[config.mk]
export PLATFORM = sky130hd
export DESIGN_NAME = switch_debounce
export DESIGN_NICKNAME = d
export VERILOG_FILES = /design/src/rtl/switch_debounce.sv
export SDC_FILE = /design/constraint.sdc
export NUM_CORES = 1
export LEC_CHECK = 0
export BUFFER_PORTS_ARGS = -buffer_cell sky130_fd_sc_hd__buf_4
export CAP_MARGIN = 20
export CORE_MARGIN = 2
export CORE_UTILIZATION = 40
export CTS_BUF_LIST = sky130_fd_sc_hd__clkbuf_4
export CTS_CLUSTER_DIAMETER = 50
export DETAILED_ROUTE_END_ITERATION = 7
export HOLD_SLACK_MARGIN = 0.1
export PLACE_DENSITY_LB_ADDON = 0.2
export SLEW_MARGIN = 15
export SYNTH_ARGS = -nofsm -noshare
export SYNTH_HDL_FRONTEND = slang
export SYNTH_SLANG_ARGS = --single-unit
[constraint.sdc]
create_clock -name clk -period 3.95 [get_ports clk]
set_input_delay 0.79 -clock clk [delete_from_list [all_inputs] [get_ports clk]]
set_output_delay 0.79 -clock clk [all_outputs]
set_load 0.01 [all_outputs]
[src/rtl/switch_debounce.sv]
// Four-bit slide-switch debouncer with per-bit synchronizers, stable-count
// filtering, registered edge pulses and a synchronized reset release.
module switch_debounce #(
   parameter int unsigned DEBOUNCE_CYCLES = 250000
) (
   input  logic       clk,
   input  logic       rst_n,
   input  logic [3:0] swt,
   output logic [3:0] swt_db,
   output logic [3:0] rise,
   output logic [3:0] fall,
   output logic       all_on,
   output logic       any_edge
);

   localparam int CW = $clog2(DEBOUNCE_CYCLES);
   localparam logic [CW-1:0] TERM = CW'(DEBOUNCE_CYCLES - 1);

   logic [1:0]         rst_q;
   logic               rst_i;
   logic [3:0]         s1;
   logic [3:0]         s2;
   logic [3:0]         db;
   logic [3:0]         rise_q;
   logic [3:0]         fall_q;
   logic [3:0][CW-1:0] cnt;

   // Assert asynchronously, release only after two clean clock edges.
   always_ff @(posedge clk or negedge rst_n) begin
      if (!rst_n) begin
         rst_q <= 2'b00;
      end else begin
         rst_q <= {rst_q[0], 1'b1};
      end
   end

   assign rst_i = rst_q[1];

   always_ff @(posedge clk or negedge rst_i) begin
      if (!rst_i) begin
         s1     <= '0;
         s2     <= '0;
         db     <= '0;
         rise_q <= '0;
         fall_q <= '0;
         cnt    <= '0;
      end else begin
         s1     <= swt;
         s2     <= s1;
         rise_q <= '0;
         fall_q <= '0;
         for (int i = 0; i < 4; i++) begin
            if (s2[i] == db[i]) begin
               cnt[i] <= '0;
            end else if (cnt[i] == TERM) begin
               db[i]     <= s2[i];
               cnt[i]    <= '0;
               rise_q[i] <= s2[i];
               fall_q[i] <= ~s2[i];
            end else begin
               cnt[i] <= cnt[i] + 1'b1;
            end
         end
      end
   end

   assign swt_db   = db;
   assign rise     = rise_q;
   assign fall     = fall_q;
   assign all_on   = &db;
   assign any_edge = |(rise_q | fall_q);

endmodule

==> flow_summary.yaml, run 1 <==
pwr:
  switching_share_pct: 23.2
  total_power_mw: 1.53
  max-vdd-ir-drop_mv: 0.190
  powerDensity_nw_per_um2: 318
  seqPwrFrac_pct: 65.5
  clkPwrFrac_pct: 31.7
  power_frac_comb_pct: 2.8
  cellLeakagePower_nw: 1.92
  internal_power_mw: 1.18
  switchingPower_uw: 355
sta:
  finalCriticalPeriod_ps: 2290
  period_share_pct: 57.9
  timing.slew.headroom_pct: 29.6
  tightest_slew_ps: 1050
  finalHoldViolations: 0
  fin_tns_setup_ps: 0
  slew_viol_final: 0
  whs_ps: 364
  timing.fmax_mhz: 437
  rsz0062_at_grt: "no"
  finalSetupViolCount: 0
  worst_clock_skew_ps: 13.3
cells_and_area:
  drive_gt1_share_pct: 9.44
  final_cell_mix: "93 x dfrtp_1, 71 x nor2_1, 49 x xnor2_1"
  fillers: 1022
  nets: 451
  postLayoutCellArea_sq_um: 4820
  syn_to_final_growth_pct: 9.22
  antenna_cells: 0
  final_common_cell: "dfrtp_1"
setup_path:
  worstSetupPathDepth: 3
  worst_ep_required_time_ps: 3160
  path_buf_inv: 1
  slowest_delay_ps: 430
  critPathCaptureType: "output port"
  crit_chain: "nor4_1, nand2_1, buf_4"
  critPathKind: "flip-flop to output port"
  critPathSlowestCell: "dfrtp_1"
  worst_ep_arrival_time_ps: 1500
  crit_path_start_kind: "flip-flop"
  crit_end: "any_edge"
  timing.rr.end: "cnt[32]$_DFF_PN0_"
  critPathTopFamily: "simple AND/OR/NAND/NOR gates"
  r2r_start: "cnt[23]$_DFF_PN0_"
  reg2reg_slack_ps: 1810
  crit_fanout: 2
  r2r_cells: 4
  startpoint: "rise[0]$_DFF_PN0_"
global_route:
  grtUsageMet3_pct: 2.51
  grt_pass1_wl_mm: 14.3
  grt_max_degree: 64
  track_usage_pct: 15.2
  antenna_found_initial: 0
  busiest_layer: "met2"
  grt_pass1_vias: 3061
  overflow: 0
  grt_util_met1_pct: 21.3
  grt_util_met2_pct: 23.2
logic_synthesis:
  synth.distinct_cells: 36
  seq_area_frac_synth_pct: 53.3
  syn_inst: 419
  synth_edf_count: 0
  ys_warn_count: 0
  ys_async_sr_fraction_pct: 100
  yosys_register_bits: 94
  synthesis.nets: 429
  synth_top_flop_cell: "dfrtp_1"
  avgSynthCellArea_sq_um: 10.5
  syn_area_sq_um: 4410
route:
  num_vias: 3053
  drt_pass1_iterations: 4
  wirelength_mm: 8.16
  wl_per_cell_um: 13.9
  drtIter0Drc: 80
  ant_nets: 0
  drcViolationCount: 0
  routed_via_density: 5.22
placed_design:
  port_buffers: 19
  gp_congestion: 0.831
  dp_hpwl_mm: 5.63
  placed_cell_area_sq_um: 4690
clocking:
  ctsLongestPathBuffers: 2
  cts_sinks: 94
  post_cts_buffers: 0
  clkTransAtPathRegs_ps: 140
  cts_max_level: 3
  root_buffer: "clkbuf_4"
  clock_latency_ps: 420
  cts_made_buffers: 9
  cts_tree: "built"
  cts_resized: 0
die:
  fp-row-count: 38
  fp.coreArea_sq_um: 10800
  die_w_um: 109
  die_area_sq_um: 11900
  start_util_pct: 40.9
  io_pins: 20
  dieHeight_um: 109
flow_run:
  drv_cap: 0
status:
  status: "finished clean"
worst_hold_path:
  hold_class: "flip-flop to flip-flop"
## synthesized netlist by cell type (5+ instances only)
cell     number  share of area [%]
xnor2_1      49                9.7
dfrtp_1      94                 53
nor3b_1      11                1.9
nor3_1       17                1.9
nand4_1      25                3.5
and3_1        8                1.1
nand3_1      26                2.9
nand2_1      22                1.9
xor2_1       14                2.8
inv_1         8               0.68
nor4_1       22                3.1
nor4b_1       5               0.99
nor2_1       71                6.0
## stage by stage
step                std cells  worst slack (ps)  util [%]
global route              585              1520      44.6
global placement          569              1840      43.4
detailed placement        569              1800      43.4
CTS                       585              1520      44.6
floorplan                 419              1140         -
finish                    585              1660      44.6
## state kept, by name, summed over array words and instances, names as in the netlist
signal,count
fall,4
rst_q,2
swt_db,4
s1,4
s2,4
cnt,72
rise,4
## layout make-up
| type | instances | area, sq um | area share [%] |
|---|---|---|---|
| well taps | 140 | 175 | 3.64 |
| multi-input cells | 307 | 1980 | 41.0 |
| clock buffers | 9 | 67.6 | 1.40 |
| inverters | 8 | 30.0 | 0.623 |
| repair buffers | 21 | 160 | 3.32 |
| clock inverters | 6 | 53.8 | 1.12 |
| flip-flops and latches | 94 | 2360 | 48.9 |
## metal layers
metal  vias to the layer above  share of wire, %
met4                         0               1.7
li1                       1522                 -
met5                         -                 0
met3                        12               2.5
met2                        32                45
met1                      1487                50
## cell families (layout without fill, tap and decap cells)
group | count (synthesis) | count (layout) | synth area share, %
xor+xnor | 63 | 63 | 12.5
buf+inv | 18 | 44 | 1.90
flops | 94 | 94 | 53.3
mux | 6 | 6 | 1.56
fa+ha+maj | 4 | 4 | 1.13
simple gates | 221 | 221 | 26.4
other cells | 1 | 1 | 0.0850
compound gates | 12 | 12 | 3.09
## power groups by stage
stage	sequential (mW)	combinational, mW	clock, mW
floorplan	1.02	0.0302	0
global placement	1.02	0.0434	0
detailed placement	1.02	0.0441	0
CTS	1.01	0.0451	0.515
global route	1.01	0.0510	0.548
finish	1.00	0.0435	0.486
## worst register-to-register path, delay by kind of cell (launching register included)
| family | cells | cell delay (ps) |
|---|---|---|
| flip-flops | 1 | 490 |
| AO/OA/AOI/OAI | 1 | 910 |
| AND/OR/NAND/NOR | 3 | 600 |
## worst min-delay path by stage
stage                            start                 end  slack, ps  depth (start not counted)
finish                 s1[1]$_DFF_PN0_     s2[1]$_DFF_PN0_        360                          0
global route           s1[1]$_DFF_PN0_     s2[1]$_DFF_PN0_        370                          0
CTS                    s1[1]$_DFF_PN0_     s2[1]$_DFF_PN0_        370                          0
detailed placement     s1[1]$_DFF_PN0_     s2[1]$_DFF_PN0_        340                          0
global placement       s1[1]$_DFF_PN0_     s2[1]$_DFF_PN0_        330                          0
floorplan           rst_q[0]$_DFF_PN0_  rst_q[1]$_DFF_PN0_        330                          0
## repair_timing
| item | 4_1_cts | 5_1_grt |
|---|---|---|
| hold endpoints to repair | 1 | 0 |
| hold buffers | 1 | 0 |
| endpoints found under the setup margin | 0 | 0 |
No activity file was read; power rests on OpenSTA's default activity.
==> inputs of run 2 (changes only) <==
clock period = 1.91 ns   (was 3.95 ns; I/O delays follow)
==> flow_summary.yaml, run 2 (same netlist as run 1, synthesis figures left out) <==
die:
  fp.coreArea_sq_um: 10800
  die_w_um: 109
  die_area_sq_um: 11900
  start_util_pct: 40.9
  fp-row-count: 38
  dieHeight_um: 109
  io_pins: 20
worst_hold_path:
  hold_class: "input pin to asynchronous set/reset pin"
route:
  wl_per_cell_um: 13.7
  drcViolationCount: 0
  drt_pass1_iterations: 4
  ant_nets: 0
  wirelength_mm: 8.35
  routed_via_density: 5.19
  num_vias: 3179
  drtIter0Drc: 176
status:
  status: "finished clean"
clocking:
  clock_latency_ps: 440
  cts_tree: "built"
  cts_made_buffers: 9
  clkTransAtPathRegs_ps: 150
  ctsLongestPathBuffers: 2
  root_buffer: "clkbuf_4"
  cts_max_level: 3
  cts_sinks: 94
sta:
  timing.slew.headroom_pct: 63.2
  finalSetupViolCount: 0
  worst_clock_skew_ps: 21.2
  tightest_slew_ps: 552
  slew_viol_final: 0
  finalCriticalPeriod_ps: 1870
  finalHoldViolations: 0
  rsz0062_at_grt: "yes"
  fin_tns_setup_ps: 0
  period_share_pct: 98.0
  timing.fmax_mhz: 534
setup_path:
  slowest_delay_ps: 580
  worst_ep_arrival_time_ps: 2200
  critPathKind: "flip-flop to flip-flop"
  crit_chain: "nor4_2, nand2_1, or4_4, mux2_4"
  critPathCaptureType: "flip-flop"
  critPathSlowestCell: "or4_4"
  worst_ep_required_time_ps: 2240
  crit_path_start_kind: "flip-flop"
  crit_fanout: 5
global_route:
  antenna_found_initial: 0
  grt_pass1_wl_mm: 14.6
  overflow: 0
  grt_max_degree: 47
  grt_pass1_vias: 3060
  track_usage_pct: 15.7
cells_and_area:
  final_common_cell: "dfrtp_1"
  fin_cells: 612
  regMostFlops: "cnt"
  nets: 478
  syn_to_final_growth_pct: 15.3
  final_cell_mix: "92 x dfrtp_1, 71 x nor2_1, 49 x xnor2_1"
  largest_reg_flops: 72
  antenna_cells: 0
  drive_gt1_share_pct: 15.5
pwr:
  max-vdd-ir-drop_mv: 0.301
  powerDensity_nw_per_um2: 617
  cellLeakagePower_nw: 2.06
placed_design:
  port_buffers: 19
  dp.cells: 591
  dp_hpwl_mm: 5.93
  gp_congestion: 0.827
flow_run:
  drv_cap: 0
## run 2: changes by cell type in the layout (fill, tap and decap cells not counted), moves of 2 or more
cell	previous run	this run
clkinv_1	3	0
clkinv_4	0	2
nor4_1	22	19
nor4_2	1	3
dlygate4sd3_1	1	5
buf_12	0	2
buf_4	20	40
## run 2: cell type report
type                            count  area, sq um
Clock inverter                      5         37.5
Multi-Input combinational cell    307         2010
Timing Repair Buffer               48          402
Sequential cell                    94         2360
Fill cell                        1002         5710
Clock buffer                       10         75.1
Tap cell                          140          175
Inverter                            8         30.0
## run 2: worst max-delay path, delay by kind of cell, from the launching register on
| family | cells | cell delay [ps] |
|---|---|---|
| and+or+nand+nor | 3 | 960 |
| DFF | 1 | 490 |
| muxes | 1 | 310 |
## run 2: power by group
part	internal (mW)	leakage (nW)	switching, mW
registers	2.02	1.28	0.0302
logic	0.0604	0.726	0.0833
clock network	0.278	0.0584	0.664
total	2.36	2.06	0.778
## run 2: what timing repair did
| item | 4_1_cts | 5_1_grt |
|---|---|---|
| endpoints found under the setup margin | 1 | 12 |
| hold buffers | 5 | 0 |
| resized for setup | 2 | 5 |
| endpoints found under the hold margin | 6 | 0 |
| pin swaps | 0 | 1 |
| setup buffers | 1 | 0 |
## run 2: stage by stage
step	util (%)	cell area, sq um	worst slack (ps)	power, mW	hold WS (ps)
floorplan	-	4410	64.2	2.17	86.4
global placement	45.2	4880	80.5	2.23	166
detailed placement	45.2	4880	62.9	2.23	169
CTS	46.9	5060	5.01	3.19	224
global route	47.1	5090	-58.1	3.31	210
finish	47.1	5090	39.0	3.14	253
## run 2: path summary, 6_finish.rpt
| path | to | start | slack [ps] | cells after the start |
|---|---|---|---|---|
| worst max register to register | swt_db[1]$_DFFE_PN0P_ | cnt[24]$_DFF_PN0_ | 40 | 4 |
| worst min register to register | cnt[35]$_DFF_PN0_ | rst_q[1]$_DFF_PN0_ | 280 | 1 |
| worst max-delay path | swt_db[1]$_DFFE_PN0P_ | cnt[24]$_DFF_PN0_ | 40 | 4 |
| worst min-delay path | rst_q[0]$_DFF_PN0_ | rst_n | 250 | 2 |
| max in group asynchronous | cnt[58]$_DFF_PN0_ | rst_q[1]$_DFF_PN0_ | 1100 | 1 |
| min in group clk | s2[2]$_DFF_PN0_ | s1[2]$_DFF_PN0_ | 370 | 0 |
## run 2: layer usage
metal	GRT usage, %	up-vias	routed length, um
met4	7.23	0	112
met1	21.7	1558	4040
met5	0	-	0
met2	24.2	39	3950
li1	-	1572	-
met3	2.75	10	255
